--- src/rtl/mips_uc_pkg.sv ---
// Shared definitions for the MIPS uC peripheral set: the register offsets
// within a timer channel's four-word window, CTRL/STATUS bit positions,
// the channel state type and the word address of the shared prescaler slot.
package mips_uc_pkg;

    // Word offsets inside one channel's window (base = 4*channel)
    localparam logic [1:0] OFF_CTRL   = 2'd0;
    localparam logic [1:0] OFF_LOAD   = 2'd1;
    localparam logic [1:0] OFF_COUNT  = 2'd2;
    localparam logic [1:0] OFF_STATUS = 2'd3;

    // CTRL bit indices
    localparam int CTRL_EN   = 0;
    localparam int CTRL_AUTO = 1;
    localparam int CTRL_IE   = 2;

    // STATUS bit index
    localparam int STATUS_FLAG = 0;

    typedef enum logic {
        ST_IDLE = 1'b0,
        ST_RUN  = 1'b1
    } chan_state_e;

    // First word after the channel windows; holds PRESC when the prescaler
    // is built in, otherwise it is the start of the unmapped region.
    function automatic int presc_word_addr(input int channels);
        return 4 * channels;
    endfunction

endpackage

--- src/rtl/timer_channel.sv ---
// One down-counting timer channel: IDLE/RUN state, counter, reload value
// and sticky expiry flag. Register writes arrive as decoded strobes.
//
//  state   | meaning
//  --------+-----------------------------------------------------------
//  ST_IDLE | EN=0, COUNT held; enabling loads COUNT from LOAD
//  ST_RUN  | EN=1, COUNT decrements per tick; at 0 sets FLAG and either
//          | reloads (AUTO=1) or drops back to IDLE (AUTO=0)
module timer_channel
    import mips_uc_pkg::*;
#(
    parameter int WIDTH = 32
) (
    input  logic             clk,
    input  logic             rst,
    input  logic             tick,
    input  logic             ctrl_wr,
    input  logic             load_wr,
    input  logic             status_wr,
    input  logic [WIDTH-1:0] wdata,
    output logic             en,
    output logic             auto_mode,
    output logic             irq_en,
    output logic [WIDTH-1:0] load,
    output logic [WIDTH-1:0] count,
    output logic             flag
);

    localparam logic [WIDTH-1:0] ONE = WIDTH'(1);

    chan_state_e      state_q, state_d;
    logic             auto_q, auto_d;
    logic             ie_q, ie_d;
    logic [WIDTH-1:0] load_q, load_d;
    logic [WIDTH-1:0] count_q, count_d;
    logic             flag_q, flag_d;

    // State and register file for this channel
    always_ff @(posedge clk or negedge rst) begin
        if (!rst) begin
            state_q <= ST_IDLE;
            auto_q  <= 1'b0;
            ie_q    <= 1'b0;
            load_q  <= '0;
            count_q <= '0;
            flag_q  <= 1'b0;
        end else begin
            state_q <= state_d;
            auto_q  <= auto_d;
            ie_q    <= ie_d;
            load_q  <= load_d;
            count_q <= count_d;
            flag_q  <= flag_d;
        end
    end

    // Next-state: bus writes first, then the FSM so that an expiry on the
    // same edge as a STATUS clear leaves FLAG set.
    always_comb begin
        state_d = state_q;
        auto_d  = auto_q;
        ie_d    = ie_q;
        load_d  = load_q;
        count_d = count_q;
        flag_d  = flag_q;

        if (load_wr) begin
            load_d = wdata;
        end
        if (ctrl_wr) begin
            auto_d = wdata[CTRL_AUTO];
            ie_d   = wdata[CTRL_IE];
        end
        if (status_wr && wdata[STATUS_FLAG]) begin
            flag_d = 1'b0;
        end

        case (state_q)
            ST_IDLE: begin
                if (ctrl_wr && wdata[CTRL_EN]) begin
                    state_d = ST_RUN;
                    count_d = load_q;
                end
            end
            ST_RUN: begin
                // Disabling freezes COUNT; the pending tick is dropped.
                if (ctrl_wr && !wdata[CTRL_EN]) begin
                    state_d = ST_IDLE;
                end else if (tick) begin
                    if (count_q != '0) begin
                        count_d = count_q - ONE;
                    end else begin
                        flag_d = 1'b1;
                        if (auto_q) begin
                            count_d = load_q;
                        end else begin
                            state_d = ST_IDLE;
                        end
                    end
                end
            end
            default: begin
                state_d = ST_IDLE;
            end
        endcase
    end

    assign en        = (state_q == ST_RUN);
    assign auto_mode = auto_q;
    assign irq_en    = ie_q;
    assign load      = load_q;
    assign count     = count_q;
    assign flag      = flag_q;

endmodule

--- src/rtl/mips_timer_bank.sv ---
// Multi-channel timer bank on the uC data bus. Holds address decode, the
// registered read path, the optional shared prescaler and the combined irq.
// Optional feature: define TIMER_PRESCALER_EN to add a 16-bit PRESC register
// at word address 4*CHANNELS; without it every clock is a tick and that
// address reads as zero.
module mips_timer_bank
    import mips_uc_pkg::*;
#(
    parameter int CHANNELS = 4,
    parameter int WIDTH    = 32,
    parameter int ADDR_W   = 6
) (
    input  logic              clk,
    input  logic              rst,
    input  logic [ADDR_W-1:0] addr,
    input  logic [31:0]       wdata,
    input  logic              wr,
    input  logic              rd,
    output logic [31:0]       rdata,
    output logic              rvalid,
    output logic              irq
);

    localparam int                CH_W       = ADDR_W - 2;
    localparam logic [ADDR_W-1:0] PRESC_ADDR = ADDR_W'(presc_word_addr(CHANNELS));

    logic [CH_W-1:0]     chan_sel;
    logic [1:0]          offset;
    logic                tick;
    logic [31:0]         rd_mux;

    logic [CHANNELS-1:0] ch_en;
    logic [CHANNELS-1:0] ch_auto;
    logic [CHANNELS-1:0] ch_ie;
    logic [CHANNELS-1:0] ch_flag;
    logic [WIDTH-1:0]    ch_load  [CHANNELS];
    logic [WIDTH-1:0]    ch_count [CHANNELS];

    assign chan_sel = addr[ADDR_W-1:2];
    assign offset   = addr[1:0];

`ifdef TIMER_PRESCALER_EN
    logic [15:0] presc_q;
    logic [15:0] presc_cnt;
    logic        presc_wr;

    assign presc_wr = wr && (addr == PRESC_ADDR);
    assign tick     = (presc_cnt == presc_q);

    // Shared prescaler: a tick every PRESC+1 clocks, restarted on a PRESC write
    always_ff @(posedge clk or negedge rst) begin
        if (!rst) begin
            presc_q   <= '0;
            presc_cnt <= '0;
        end else if (presc_wr) begin
            presc_q   <= wdata[15:0];
            presc_cnt <= '0;
        end else if (tick) begin
            presc_cnt <= '0;
        end else begin
            presc_cnt <= presc_cnt + 16'd1;
        end
    end
`else
    assign tick = 1'b1;
`endif

    // A channel's window matches only when the upper address bits equal its
    // index, so addresses past the last channel never reach any channel.
    for (genvar c = 0; c < CHANNELS; c++) begin : g_chan
        logic hit;
        assign hit = (chan_sel == CH_W'(c));

        timer_channel #(
            .WIDTH(WIDTH)
        ) u_chan (
            .clk       (clk),
            .rst       (rst),
            .tick      (tick),
            .ctrl_wr   (wr && hit && (offset == OFF_CTRL)),
            .load_wr   (wr && hit && (offset == OFF_LOAD)),
            .status_wr (wr && hit && (offset == OFF_STATUS)),
            .wdata     (wdata[WIDTH-1:0]),
            .en        (ch_en[c]),
            .auto_mode (ch_auto[c]),
            .irq_en    (ch_ie[c]),
            .load      (ch_load[c]),
            .count     (ch_count[c]),
            .flag      (ch_flag[c])
        );
    end

    // Read mux over current register state; unmapped addresses yield zero
    always_comb begin
        rd_mux = '0;
        for (int c = 0; c < CHANNELS; c++) begin
            if (chan_sel == CH_W'(c)) begin
                case (offset)
                    OFF_CTRL: begin
                        rd_mux[CTRL_EN]   = ch_en[c];
                        rd_mux[CTRL_AUTO] = ch_auto[c];
                        rd_mux[CTRL_IE]   = ch_ie[c];
                    end
                    OFF_LOAD:  rd_mux = 32'(ch_load[c]);
                    OFF_COUNT: rd_mux = 32'(ch_count[c]);
                    default:   rd_mux[STATUS_FLAG] = ch_flag[c];
                endcase
            end
        end
`ifdef TIMER_PRESCALER_EN
        if (addr == PRESC_ADDR) begin
            rd_mux = {16'd0, presc_q};
        end
`endif
    end

    // Registered read response and interrupt; a read in the same cycle as a
    // write sees the pre-write value because both sample the same edge.
    always_ff @(posedge clk or negedge rst) begin
        if (!rst) begin
            rdata  <= '0;
            rvalid <= 1'b0;
            irq    <= 1'b0;
        end else begin
            rvalid <= rd;
            if (rd) begin
                rdata <= rd_mux;
            end
            irq <= |(ch_flag & ch_ie);
        end
    end

endmodule

--- config.mk ---
export PLATFORM = sky130hd
export DESIGN_NAME = mips_timer_bank
export DESIGN_NICKNAME = d
export VERILOG_FILES = /design/src/rtl/mips_uc_pkg.sv /design/src/rtl/timer_channel.sv /design/src/rtl/mips_timer_bank.sv
export SDC_FILE = /design/constraint.sdc
export NUM_CORES = 1
export LEC_CHECK = 0
export BUFFER_PORTS_ARGS = -buffer_cell sky130_fd_sc_hd__buf_2
export CORE_UTILIZATION = 40
export CTS_BUF_LIST = sky130_fd_sc_hd__clkbuf_16
export CTS_CLUSTER_SIZE = 24
export DETAILED_ROUTE_END_ITERATION = 10
export PLACE_DENSITY = 0.55
export SYNTH_ARGS = -nofsm -noshare
export SYNTH_HDL_FRONTEND = slang
export SYNTH_SLANG_ARGS = --single-unit
--- constraint.sdc ---
create_clock -name clk -period 4.63 [get_ports clk]
set_input_delay 0 -clock clk [delete_from_list [all_inputs] [get_ports clk]]
set_output_delay 0 -clock clk [all_outputs]
set_load 0.01 [all_outputs]
==> impl_metrics.py, run 1 <==
metrics = {
    "outcome": {
        "status": "finished clean",
    },
    "synthesis": {
        "synthArstFlopShare_pct": 100,
        "syn_area_um2": 17600,
        "synth_edf_count": 0,
        "synth_area_leader_cell": "dfrtp_1",
        "synth_most_common_cell": "dfrtp_1",
        "ys_warn_count": 0,
        "ys.flop_type": "dfrtp_1",
        "syn-num-nets": 1919,
        "synthCells": 1864,
        "synth_top_cells_by_area": "dfrtp_1 (44%), mux2_2 (8.6%), o21ai_0 (4.2%)",
        "synth-seq-cells": 306,
        "netlist.area_leader.share_pct": 43.5,
        "postSynthAreaPerCell_um2": 9.43,
        "yosys-top-cells-count": "dfrtp_1 (306), o21ai_0 (148), a21oi_1 (147)",
        "ys_seq_area_share_pct": 43.5,
        "synth_cell_types": 84,
    },
    "layout": {
        "fillCellCount": 4222,
        "final_core_util_pct": 46.3,
        "drive_gt1_share_pct": 18.8,
        "ff_latch_area_um2": 7660,
        "area_growth_pct": 13.6,
        "multi_input_area_um2": 9270,
        "layout.nets": 1956,
    },
    "clocking": {
        "cts_max_path_buffers": 3,
        "cts_root_buf": "clkbuf_16",
        "h-tree-depth": 2,
        "cts_tree": "yes",
        "cts_inserted_buffers": 36,
        "clk_latency_ns": 0.56,
        "cts_sinks": 306,
        "path_clk_slew_ns": 0.06,
    },
    "floorplanning": {
        "dieArea_um2": 44800,
        "die_width_um": 212,
        "die_y_um": 212,
        "num_io_pins": 76,
        "core_area_um2": 43200,
        "fp-row-count": 76,
        "initial_core_util_pct": 40.7,
    },
    "power": {
        "power.total_uw": 10100,
        "ir_drop_v": 0.000317,
        "p_per_area_nw_per_um2": 507,
        "power.leakage_uw": 0.00810,
    },
    "detailed_routing": {
        "firstDrtPassIters": 6,
        "ant_nets": 0,
        "wl_per_cell_um": 27.5,
        "vias": 16300,
        "routed_wirelength_um": 69100,
        "drcViolationCount": 0,
        "drt_iter0_markers": 1695,
        "viasPerCell": 6.47,
    },
    "worst_setup_path": {
        "crit_type": "flop to flop",
        "worstPathRequired_ns": 5.08,
        "path_max_fanout": 15,
        "arrival_ns": 4.08,
        "max_stage_delay_ns": 0.70,
        "crit_path_top_delay_cell": "or4_1",
        "cp-end-kind": "flop",
        "crit_path_cell_trace": "or4_1 > or4_1 > or4_4 > o21ai_4 > nand2_2 > o221a_2",
        "startpoint_type": "flop",
        "crit_top_cell": "or4_1",
    },
    "sta": {
        "period_needed_ns": 3.63,
        "period_share_pct": 78.4,
        "max-slew-margin-rel_pct": 30.0,
        "fin_skew_ns": 0.0126,
        "setup_violations": 0,
        "clock.fmax_mhz": 275,
        "hold_violations": 0,
        "fin_ws_ns": 1.00,
        "slew_violations": 0,
        "tns_ns": 0,
        "tightest_slew_ns": 1.05,
        "rsz0062_at_grt": "false",
    },
    "place": {
        "pre_cts_ws_ns": 1.06,
        "hpwl_um": 46700,
        "io_buffers": 75,
        "gp_congestion": 0.989,
    },
    "grt": {
        "grt_usage_pct": 31.3,
        "grt_max_degree": 121,
        "overflow": 0,
        "grt_pass1_vias": 15500,
        "grt_antenna_before_repair": 8,
        "grt_pass1_wl_um": 103000,
    },
    "flow_run": {
        "max_cap_violations": 0,
    },
    "hold_path": {
        "hold_path_class": "primary input to async pin",
    },
}
==> stage by stage <==
stage | area (µm²) | cells | hold WS (ns)
final | 20000 | 2515 | 0.0498
after global routing | 20000 | 2514 | 0.0608
after CTS | 20000 | 2514 | 0.0250
after detailed placement | 18500 | 2412 | 0.0884
after global placement | 18500 | 2412 | 0.0845
after floorplan | 17600 | 1864 | -0.296
==> routing by layer <==
metal | GRT usage, % | wire, µm
met5 | 0 | 13
met1 | 43.4 | 30000
met2 | 45.8 | 29600
met3 | 5.56 | 5140
met4 | 17.9 | 4330
==> flip-flops by register name (all words and copies together) (netlist names) <==
name	cells
g_chan.u_chan.en	4
g_chan.u_chan.count	128
rdata	32
g_chan.u_chan.flag	4
g_chan.u_chan.irq_en	4
g_chan.u_chan.auto_mode	4
irq	1
rvalid	1
g_chan.u_chan.load	128
==> logic make-up (layout without fill, tap and decap cells) <==
| family | Yosys count | after routing | synth area share (%) |
|---|---|---|---|
| AOI/OAI and AO/OA | 648 | 648 | 25.4 |
| adders and majority gates | 13 | 13 | 0.925 |
| buffers and inverters | 188 | 253 | 4.23 |
| DFF | 306 | 306 | 43.5 |
| and+or+nand+nor | 564 | 564 | 16.7 |
| muxes | 145 | 145 | 9.21 |
| other | 0 | 1 | 0 |
==> cells in the final DEF (no fill, tap or decap), drive strengths merged, types with 7 or more instances in the layout <==
| cell type | instances |
|---|---|
| nand2b | 16 |
| inv | 43 |
| dlygate4sd3 | 36 |
| clkbuf | 37 |
| buf | 115 |
| nor3b | 8 |
| mux2i | 10 |
| or4 | 21 |
| o2bb2ai | 14 |
| or3 | 20 |
| or2 | 25 |
| a22oi | 48 |
| o21ai | 151 |
| a22o | 64 |
| nand4 | 21 |
| o31ai | 10 |
| a21oi | 147 |
| a32oi | 34 |
| and2 | 8 |
| nor2 | 139 |
| dfrtp | 306 |
| o221a | 13 |
| a31oi | 14 |
| nor3 | 80 |
| clkinv | 17 |
| nor4 | 42 |
| nand2 | 98 |
| a211oi | 7 |
| and3 | 15 |
| ha | 13 |
| a221o | 38 |
| mux2 | 135 |
| o22ai | 32 |
| nand3 | 38 |
==> worst paths after layout <==
kind | startpoint | end | slack, ns | cells after the start
min in group clk | wdata[0] | g_chan[2].u_chan.flag | 0.06 | 3
worst min register to register | g_chan[0].u_chan.count[17] | g_chan[0].u_chan.count[17] | 0.52 | 1
worst min-delay path | rst | g_chan[0].u_chan.load[24] | 0.05 | 2
worst max-delay path | g_chan[3].u_chan.count[14] | g_chan[3].u_chan.count[4] | 1.0 | 6
max in group asynchronous | rst | g_chan[3].u_chan.count[8] | 3.30 | 3
worst max register to register | g_chan[3].u_chan.count[14] | g_chan[3].u_chan.count[4] | 1.0 | 6
==> critical path, delay by kind of cell, from the launching register on <==
kind	cells	cell delay (ns)
and+or+nand+nor	4	2.33
AOI/OAI and AO/OA	2	0.76
DFF	1	0.43
==> layout make-up <==
cell class	count	area share (%)
Inverter	36	0.677
Multi-Input combinational cell	1370	46.4
Tap cell	585	3.66
Clock inverter	29	0.940
Timing Repair Buffer	151	5.30
Clock buffer	37	4.64
Sequential cell	306	38.3
Antenna cell	1	0.0125
==> where the power goes <==
part	total, µW	internal (µW)	switching [µW]
registers	4330	3340	985
logic	3020	1270	1760
clock network	2770	1560	1210
total	10100	6170	3950
==> timing repair <==
item | CTS | global route
gates resized for setup | 0 | 0
hold buffers | 36 | 0
buffers inserted | 0 | 0
endpoints found under the hold margin | 247 | 0
setup endpoints to repair | 0 | 0
No activity file was read; power rests on OpenSTA's default activity.
==> run 2, diff against run 1 <==
- clock period: 4.63 -> 3.71 ns (I/O delays scaled with it)
==> impl_metrics.py, run 2 (synthesized netlist as in run 1, its figures left out) <==
metrics = {
    "layout": {
        "drive_gt1_share_pct": 20.6,
        "final_common_cell": "dfrtp_1",
        "final_cell_mix": "dfrtp_1 (306), o21ai_0 (147), a21oi_1 (147), mux2_2 (134), nor2_1 (133)",
        "area_growth_pct": 15.5,
        "layout.nets": 1999,
        "final_core_util_pct": 47.0,
    },
    "detailed_routing": {
        "top_layer": "met4",
        "routed_wirelength_um": 69800,
        "wl_per_cell_um": 27.3,
        "drt-met1-wl_um": 29400,
        "drt_iter0_markers": 1898,
        "ant_nets": 0,
        "firstDrtPassIters": 5,
        "wl_met2_um": 30700,
        "vias": 16400,
        "drcViolationCount": 0,
        "routed-wl-met3_um": 5880,
        "viasPerCell": 6.44,
    },
    "grt": {
        "grt_pass1_vias": 15600,
        "grt_antenna_before_repair": 8,
        "overflow": 0,
        "grt_max_degree": 117,
        "grt_usage_pct": 31.5,
        "grt_pass1_wl_um": 103000,
    },
    "outcome": {
        "status": "finished clean",
    },
    "place": {
        "io_buffers": 75,
        "pre_cts_ws_ns": 0.497,
        "hpwl_um": 47900,
        "gp_congestion": 0.975,
    },
    "power": {
        "ir_drop_v": 0.000304,
        "p_per_area_nw_per_um2": 626,
        "power.leakage_uw": 0.00835,
    },
    "sta": {
        "max-slew-margin-rel_pct": 30.4,
        "period_share_pct": 87.4,
        "tns_ns": 0,
        "clock.fmax_mhz": 308,
        "setup_violations": 0,
        "rsz0062_at_grt": "false",
        "hold_violations": 0,
        "period_needed_ns": 3.24,
        "slew_violations": 0,
        "fin_skew_ns": 0.0139,
        "fin_ws_ns": 0.468,
        "tightest_slew_ns": 1.04,
    },
    "floorplanning": {
        "initial_core_util_pct": 40.7,
        "die_y_um": 212,
        "core_area_um2": 43200,
        "dieArea_um2": 44800,
        "num_io_pins": 76,
        "fp-row-count": 76,
        "die_width_um": 212,
    },
    "worst_setup_path": {
        "max_stage_delay_ns": 0.62,
        "startpoint_type": "flop",
        "cp-end-kind": "flop",
        "crit_path_top_delay_cell": "or4_4",
        "path_max_fanout": 15,
        "crit_top_cell": "or4_1",
        "cp_top_family": "simple AND/OR/NAND/NOR gates",
        "crit_type": "flop to flop",
        "crit_path_cell_trace": "or4_1 > or4_1 > or4_4 > o21ai_4 > nand2_2 > o221a_2",
        "worstPathRequired_ns": 4.15,
        "cp_num_buf_inv": 0,
        "arrival_ns": 3.68,
    },
    "hold_path": {
        "hold_path_class": "primary input to flop",
    },
    "clocking": {
        "cts_max_path_buffers": 3,
        "cts_root_buf": "clkbuf_16",
        "clk_latency_ns": 0.56,
        "cts_inserted_buffers": 36,
        "cts_sinks": 306,
        "h-tree-depth": 2,
        "path_clk_slew_ns": 0.06,
        "cts_tree": "yes",
    },
    "flow_run": {
        "max_cap_violations": 0,
    },
}
==> run 2: cell types whose count changed in the layout (fill, tap and decap cells not counted) <==
cell | previous run | this run
buf_12 | 1 | 3
clkinv_2 | 4 | 5
clkinv_1 | 13 | 8
bufinv_16 | 2 | 3
dlygate4sd3_1 | 36 | 33
clkinvlp_4 | 3 | 0
inv_6 | 2 | 0
inv_1 | 40 | 43
buf_4 | 39 | 83
diode_2 | 1 | 2
==> run 2: worst register-to-register path: cells and delay by family, from the launching register on <==
family | cells | cell delay, ns
flops | 1 | 0.44
simple gates | 4 | 2.03
compound gates | 2 | 0.67
==> run 2: repair_timing <==
item / CTS / global route
hold buffers: 33 / 0
hold endpoints to repair: 246 / 0
setup buffers: 0 / 0
resized for setup: 0 / 0
==> run 2: layout make-up <==
class,count,area (µm²)
timing repair buffer,194,1400
sequential,306,7660
antenna,2,5.00
tap,585,732
inverter,36,135
clock inverter,24,175
multi-input combinational,1370,9270
fill,4247,22900
clock buffer,37,926
==> run 2: per-stage QoR <==
stage                     hold slack [ns]  power (µW)  instances  instance area, µm²
after CTS                          0.0196       12700       2552               20300
final                              0.0558       12700       2554               20300
after global routing               0.0451       13400       2552               20300
after global placement              0.169        9090       2458               18900
after floorplan                    -0.296        7750       1864               17600
after detailed placement            0.183        9170       2458               18900
==> run 2: power breakdown <==
| part | switching (µW) | total, µW | leakage (µW) | internal, µW |
|---|---|---|---|---|
| logic | 2210 | 3860 | 0.00386 | 1650 |
| registers | 1210 | 5380 | 0.00391 | 4170 |
| clock network | 1480 | 3480 | 0.000573 | 2000 |
==> run 2: path summary, 6_finish.rpt <==
| kind | startpoint | slack [ns] | cells past startpoint | to |
|---|---|---|---|---|
| worst max-delay path | g_chan[3].u_chan.count[14] | 0.47 | 6 | g_chan[3].u_chan.count[2] |
| worst min-delay path | wdata[0] | 0.06 | 3 | g_chan[0].u_chan.flag |
| worst max register to register | g_chan[3].u_chan.count[14] | 0.47 | 6 | g_chan[3].u_chan.count[2] |
| worst min register to register | rdata[24] | 0.52 | 2 | rdata[24] |
| max in group asynchronous | rst | 2.50 | 3 | g_chan[1].u_chan.load[25] |
| min in group asynchronous | rst | 0.11 | 2 | g_chan[0].u_chan.count[26] |
==> run 2: per-layer routing <==
metal	vias to the layer above	global-route usage [%]
li1	7320	-
met1	8211	42.7
met2	758	47.4
met3	159	6.33
met4	0	16.3
met5	-	0
